**config.mk**
```make
export PLATFORM = sky130hd
export DESIGN_NAME = vga_write_arbiter_flat
export DESIGN_NICKNAME = d
export VERILOG_FILES = /design/src/rtl/vga_write_arbiter_if.sv /design/src/rtl/vga_write_arbiter.sv /design/src/flat_wrapper.sv
export SDC_FILE = /design/constraint.sdc
export NUM_CORES = 1
export LEC_CHECK = 0
export ABC_AREA = 1
export BUFFER_PORTS_ARGS = -buffer_cell sky130_fd_sc_hd__buf_2
export CELL_PAD_IN_SITES_DETAIL_PLACEMENT = 1
export CELL_PAD_IN_SITES_GLOBAL_PLACEMENT = 1
export CORE_UTILIZATION = 30
export CTS_CLUSTER_SIZE = 8
export DETAILED_ROUTE_END_ITERATION = 8
export GPL_ROUTABILITY_DRIVEN = 0
export PLACE_DENSITY_LB_ADDON = 0.12
export SLEW_MARGIN = 5
export SYNTH_ARGS = -nofsm -noshare
export SYNTH_HDL_FRONTEND = slang
export SYNTH_SLANG_ARGS = --single-unit
```
**constraint.sdc**
```tcl
create_clock -name Clock -period 3.4 [get_ports Clock]
set_input_delay 0.17 -clock Clock [delete_from_list [all_inputs] [get_ports Clock]]
set_output_delay 0.17 -clock Clock [all_outputs]
set_load 0.01 [all_outputs]
```
**src/rtl/vga_write_arbiter_if.sv**
```systemverilog
`timescale 1ns/1ps
// Pixel-write bus shared between the drawing objects and the VGA adapter.
// master: the side that drives requests and pixels (object modules / bench).
// slave:  the arbiter, which returns grant and drives the adapter-side pixel port.
interface vga_write_arbiter_if #(
   parameter int NUM_REQ     = 4,
   parameter int nX          = 10,
   parameter int nY          = 9,
   parameter int COLOR_DEPTH = 9
);
   logic [NUM_REQ-1:0]             req;
   logic [NUM_REQ*nX-1:0]          px_x;
   logic [NUM_REQ*nY-1:0]          px_y;
   logic [NUM_REQ*COLOR_DEPTH-1:0] px_color;
   logic [NUM_REQ-1:0]             px_write;
   logic [NUM_REQ-1:0]             grant;
   logic [nX-1:0]                  VGA_x;
   logic [nY-1:0]                  VGA_y;
   logic [COLOR_DEPTH-1:0]         VGA_color;
   logic                           VGA_write;
   logic                           busy;

   modport master (
      output req, px_x, px_y, px_color, px_write,
      input  grant, VGA_x, VGA_y, VGA_color, VGA_write, busy
   );

   modport slave (
      input  req, px_x, px_y, px_color, px_write,
      output grant, VGA_x, VGA_y, VGA_color, VGA_write, busy
   );
endinterface

```
**src/rtl/vga_write_arbiter.sv**
```systemverilog
`timescale 1ns/1ps
// Round-robin arbiter for the single VGA pixel-write port. A requester owns the
// port for a whole burst (as long as it holds req), so one sprite's erase/draw
// passes are never interleaved with another's.
// Optional macro ARB_TIMEOUT_EN adds a burst watchdog (MAX_BURST cycles) and
// the timeout_err pulse output.
//
// state   | meaning
// --------+-----------------------------------------------------------------
// IDLE    | no owner; pick next requester after last_winner, grant it
// STREAM  | owner's pixels forwarded to VGA with one cycle of latency
// RELEASE | dead cycle: grant low, no write, owner becomes last_winner
module vga_write_arbiter #(
   parameter int NUM_REQ     = 4,
   parameter int nX          = 10,
   parameter int nY          = 9,
   parameter int COLOR_DEPTH = 9
`ifdef ARB_TIMEOUT_EN
   ,
   parameter int MAX_BURST   = 4096
`endif
) (
   input  logic               Clock,
   input  logic               Reset,
   vga_write_arbiter_if.slave bus
`ifdef ARB_TIMEOUT_EN
   ,
   output logic               timeout_err
`endif
);
   localparam int IDX_W = $clog2(NUM_REQ);

   typedef enum logic [1:0] {
      IDLE    = 2'd0,
      STREAM  = 2'd1,
      RELEASE = 2'd2
   } state_t;

   state_t                 state;
   logic [IDX_W-1:0]       owner;
   logic [IDX_W-1:0]       last_winner;
   logic [IDX_W-1:0]       pick_idx;
   logic                   pick_vld;
   logic [IDX_W:0]         cand;
   logic                   own_req;
   logic                   own_write;
   logic [nX-1:0]          own_x;
   logic [nY-1:0]          own_y;
   logic [COLOR_DEPTH-1:0] own_color;

`ifdef ARB_TIMEOUT_EN
   localparam int CNT_W = $clog2(MAX_BURST) + 1;
   logic [CNT_W-1:0] burst_cnt;
`endif

   // Select the current owner's lane out of the packed request buses.
   always_comb begin
      own_req   = bus.req[owner];
      own_write = bus.px_write[owner];
      own_x     = bus.px_x[owner*nX +: nX];
      own_y     = bus.px_y[owner*nY +: nY];
      own_color = bus.px_color[owner*COLOR_DEPTH +: COLOR_DEPTH];
   end

   // Round-robin pick: scan from the farthest candidate back to last_winner+1
   // so the nearest requesting index is the one left standing.
   always_comb begin
      pick_idx = '0;
      pick_vld = 1'b0;
      cand     = '0;
      for (int k = NUM_REQ; k >= 1; k--) begin
         cand = {1'b0, last_winner} + (IDX_W+1)'(k);
         if (cand >= (IDX_W+1)'(NUM_REQ))
            cand = cand - (IDX_W+1)'(NUM_REQ);
         if (bus.req[cand[IDX_W-1:0]]) begin
            pick_idx = cand[IDX_W-1:0];
            pick_vld = 1'b1;
         end
      end
   end

   // Arbitration FSM with registered grant, busy and VGA outputs.
   always_ff @(posedge Clock or posedge Reset) begin
      if (Reset) begin
         state         <= IDLE;
         owner         <= '0;
         last_winner   <= IDX_W'(NUM_REQ - 1);
         bus.grant     <= '0;
         bus.busy      <= 1'b0;
         bus.VGA_x     <= '0;
         bus.VGA_y     <= '0;
         bus.VGA_color <= '0;
         bus.VGA_write <= 1'b0;
`ifdef ARB_TIMEOUT_EN
         burst_cnt     <= '0;
         timeout_err   <= 1'b0;
`endif
      end else begin
`ifdef ARB_TIMEOUT_EN
         timeout_err <= 1'b0;
`endif
         case (state)
            IDLE: begin
               bus.VGA_write <= 1'b0;
               if (pick_vld) begin
                  owner     <= pick_idx;
                  bus.grant <= {{(NUM_REQ-1){1'b0}}, 1'b1} << pick_idx;
                  bus.busy  <= 1'b1;
                  state     <= STREAM;
`ifdef ARB_TIMEOUT_EN
                  burst_cnt <= '0;
`endif
               end
            end

            STREAM: begin
               // Coordinates only move on real writes so they hold otherwise.
               bus.VGA_write <= own_write;
               if (own_write) begin
                  bus.VGA_x     <= own_x;
                  bus.VGA_y     <= own_y;
                  bus.VGA_color <= own_color;
               end
               if (!own_req) begin
                  bus.grant <= '0;
                  state     <= RELEASE;
               end
`ifdef ARB_TIMEOUT_EN
               else if (burst_cnt == CNT_W'(MAX_BURST - 1)) begin
                  bus.grant   <= '0;
                  timeout_err <= 1'b1;
                  state       <= RELEASE;
               end else begin
                  burst_cnt <= burst_cnt + 1'b1;
               end
`endif
            end

            RELEASE: begin
               bus.grant     <= '0;
               bus.VGA_write <= 1'b0;
               bus.busy      <= 1'b0;
               last_winner   <= owner;
               state         <= IDLE;
            end

            default: begin
               bus.grant     <= '0;
               bus.VGA_write <= 1'b0;
               bus.busy      <= 1'b0;
               state         <= IDLE;
            end
         endcase
      end
   end
endmodule
```
**src/flat_wrapper.sv**
```systemverilog
// flat-port wrapper written by rule: the top's interface ports become plain ports
module vga_write_arbiter_flat 
#(
   parameter int NUM_REQ     = 4,
   parameter int nX          = 10,
   parameter int nY          = 9,
   parameter int COLOR_DEPTH = 9

)
  (Clock, Reset, bus_req, bus_px_x, bus_px_y, bus_px_color, bus_px_write, bus_grant, bus_VGA_x, bus_VGA_y, bus_VGA_color, bus_VGA_write, bus_busy);
  vga_write_arbiter_if #(.NUM_REQ(NUM_REQ), .nX(nX), .nY(nY), .COLOR_DEPTH(COLOR_DEPTH)) bus_i ();
  input  logic Clock;
  input  logic Reset;
  input wire logic [$bits(bus_i.req)-1:0] bus_req;
  input wire logic [$bits(bus_i.px_x)-1:0] bus_px_x;
  input wire logic [$bits(bus_i.px_y)-1:0] bus_px_y;
  input wire logic [$bits(bus_i.px_color)-1:0] bus_px_color;
  input wire logic [$bits(bus_i.px_write)-1:0] bus_px_write;
  output wire logic [$bits(bus_i.grant)-1:0] bus_grant;
  output wire logic [$bits(bus_i.VGA_x)-1:0] bus_VGA_x;
  output wire logic [$bits(bus_i.VGA_y)-1:0] bus_VGA_y;
  output wire logic [$bits(bus_i.VGA_color)-1:0] bus_VGA_color;
  output wire logic [$bits(bus_i.VGA_write)-1:0] bus_VGA_write;
  output wire logic [$bits(bus_i.busy)-1:0] bus_busy;
  assign bus_i.req = bus_req;
  assign bus_i.px_x = bus_px_x;
  assign bus_i.px_y = bus_px_y;
  assign bus_i.px_color = bus_px_color;
  assign bus_i.px_write = bus_px_write;
  assign bus_grant = bus_i.grant;
  assign bus_VGA_x = bus_i.VGA_x;
  assign bus_VGA_y = bus_i.VGA_y;
  assign bus_VGA_color = bus_i.VGA_color;
  assign bus_VGA_write = bus_i.VGA_write;
  assign bus_busy = bus_i.busy;
  vga_write_arbiter #(.NUM_REQ(NUM_REQ), .nX(nX), .nY(nY), .COLOR_DEPTH(COLOR_DEPTH)) u_core (.Clock(Clock), .Reset(Reset), .bus(bus_i));
endmodule
```
==> reports/metrics.cfg <==
[clock_network]
ctsResizeCount=0
cts_tree=yes
cts_buffers=5
clock_path_buffers=2
post_cts_buffers=0
cts_max_level=2
path_clk_slew_ns=0.08
ctsHoldBuffers=0
clock_sinks=40
clk_root_buffer_cell=clkbuf_8
clock_latency_ns=0.29

[drt]
routed_via_density=4.71
wl_per_cell_um=13.6
drt_iter0_markers=72
wirelength_um=8620
drc=0
final_antenna_net_count=0
vias=2998
dr.pass1.iters=4

[sta]
period_minus_slack_ns=2.18
fin_crit_sh_pct=64.2
rsz0062_at_grt=false
relSlewSlack_pct=44.3
skew_ns=0.00965
setup_violations=0
fin_setup_tns_ns=0
finalHoldViolCount=0
maxSlewViolCount=0
fmax_ghz=0.458
fin_hold_ws_ns=0.0406
worstMarginPinSlew_ns=0.834

[synthesis]
synth_cell_types=18
synth_seq_cells=40
synth_top_cell_area_share_pct=37.8
synth_most_common_cell=nor2_1
synthCells=389
netlist_top_cells_area=dfrtp_1, nor2_1, o21ai_0, nand2_1, a31oi_1
syn-cell-area_um2=2510
yosysWarningCount=0
ys_async_sr_fraction_pct=100
synth_nets=511
synth_ff_type=dfrtp_1
ys_seq_area_share_pct=39.9
synth_edf_count=0
avgSynthCellArea_um2=6.46
yosys-top-cells-count=nor2_1, o21ai_0, nand2_1
yosys.area.top_type=dfrtp_1

[final_layout]
diodes=0
drive_gt1_share_pct=32.6
stdcell_count=636
fillers=1141
synthToLayoutAreaGrowth_pct=36.4
fin_nets=652

[worst_setup_path]
worstReg2RegEnd=u_core.bus.VGA_x[0]
rrSetupSlack_ns=1.22
r2r_start=u_core.owner[1]
r2r_cells=8
path_class=register to register
cp.arrival_ns=2.39
required_ns=3.60
cp_common_cell=inv_2
crit_chain=inv_2, o21ai_0, o21ai_1, nand2_1, inv_2, buf_12, nor2_1, a31oi_1
cp-end-kind=register
start_kind=register
slowest_delay_ns=0.46
cp_max_fo=34
crit_slowest_cell=inv_2

[hold_path]
hp-class=input port to async pin

[die]
die_area_um2=8750
die_h_um=93.5
die_width_um=93.5
io_pins=156
core-area_um2=8180
start_util_pct=30.7
num_rows=33

[global_routing]
track_usage_pct=20.6
grt_pass1_vias=3079
grt_max_degree=58
grt_overflow=0
antenna_found_initial=0
grt_pass1_wl_um=14300

[flow_run]
drv_cap=0

[power]
irDropWorstVdd_mv=0.390
powerDensity_nw_per_um2=867
leakage_nw=1.76

[placed_design]
port-buffer-count=155
place_hpwl_um=6560
dp.cells=628

[outcome]
outcome=completed

## where the power goes
part | internal [mW] | switching [mW] | leakage, nW
clock network | 0.144 | 0.164 | 0.0422
logic | 0.653 | 1.12 | 1.27
registers | 0.713 | 0.180 | 0.455
## logic make-up (layout without fill, tap and decap cells)
group / after synthesis / in the layout / share of synthesized area (%)
buf+inv: 41 / 183 / 7.12
compound gates: 97 / 97 / 20.7
simple gates: 211 / 211 / 32.2
flops: 40 / 40 / 39.9
## registers in the layout, summed over array words and instances (netlist names)
register              cells
u_core.bus.VGA_color      9
u_core.bus.VGA_write      1
u_core.bus.VGA_x         10
u_core.bus.VGA_y          9
u_core.bus.busy           1
u_core.bus.grant          4
u_core.last_winner        2
u_core.owner              2
u_core.state              2
## cell type report
type / count / area (um^2) / share of cell area (%)
clock buffer: 7 / 76.3 / 2.23
multi-input combinational: 308 / 1330 / 38.8
inverter: 16 / 60.1 / 1.75
sequential: 40 / 1000 / 29.3
tap: 105 / 131 / 3.83
clock inverter: 1 / 5.00 / 0.146
timing repair buffer: 159 / 818 / 23.9
## worst max-delay path: cells and delay by family, from the launching register on
family / cells / cell delay [ns]
buf+inv: 3 / 1.06
compound gates: 3 / 0.50
flops: 1 / 0.39
simple gates: 2 / 0.13
## placed cells by master, fill, tap and decap left out
cell / instances
dfrtp_2: 1
buf_2: 155
nor2_1: 146
o21ai_1: 9
o21ai_0: 56
clkbuf_8: 5
inv_1: 11
nor3_1: 2
clkbuf_1: 2
a31oi_1: 28
nand3_1: 8
nand4_1: 2
clkinv_2: 1
buf_4: 3
buf_12: 1
a21oi_1: 4
inv_2: 5
dfstp_2: 2
dfrtp_1: 37
nand2_1: 53
## through the flow
stage | power [mW] | setup WS (ns) | instance area (um^2) | utilization [%]
5_1_grt | 3.31 | 0.931 | 3430 | 41.9
3_5_place_dp | 2.71 | 1.23 | 3340 | 40.9
2_1_floorplan | 2.13 | 1.88 | 2510 | -
3_3_place_gp | 2.65 | 1.31 | 3340 | 40.9
4_1_cts | 3.02 | 1.20 | 3430 | 41.9
6_report | 2.97 | 1.22 | 3430 | 41.9
## routing by layer
layer	vias to the layer above	share of wire, %	GRT usage (%)
met4	0	0.78	4.23
met2	90	48	36.3
li1	1547	-	-
met1	1356	45	25.3
met5	-	0	0
met3	5	6.4	4.96
## how the worst max path moves through the flow
stage | to | start
after floorplan | u_core.owner[0] | u_core.last_winner[0]
after global placement | u_core.bus.grant[3] | u_core.owner[0]
after detailed placement | u_core.bus.VGA_x[0] | u_core.owner[1]
after CTS | u_core.bus.VGA_x[0] | u_core.owner[1]
after global routing | u_core.bus.VGA_x[0] | u_core.owner[1]
final | u_core.bus.VGA_x[0] | u_core.owner[1]
No activity file was read; power rests on OpenSTA's default activity.
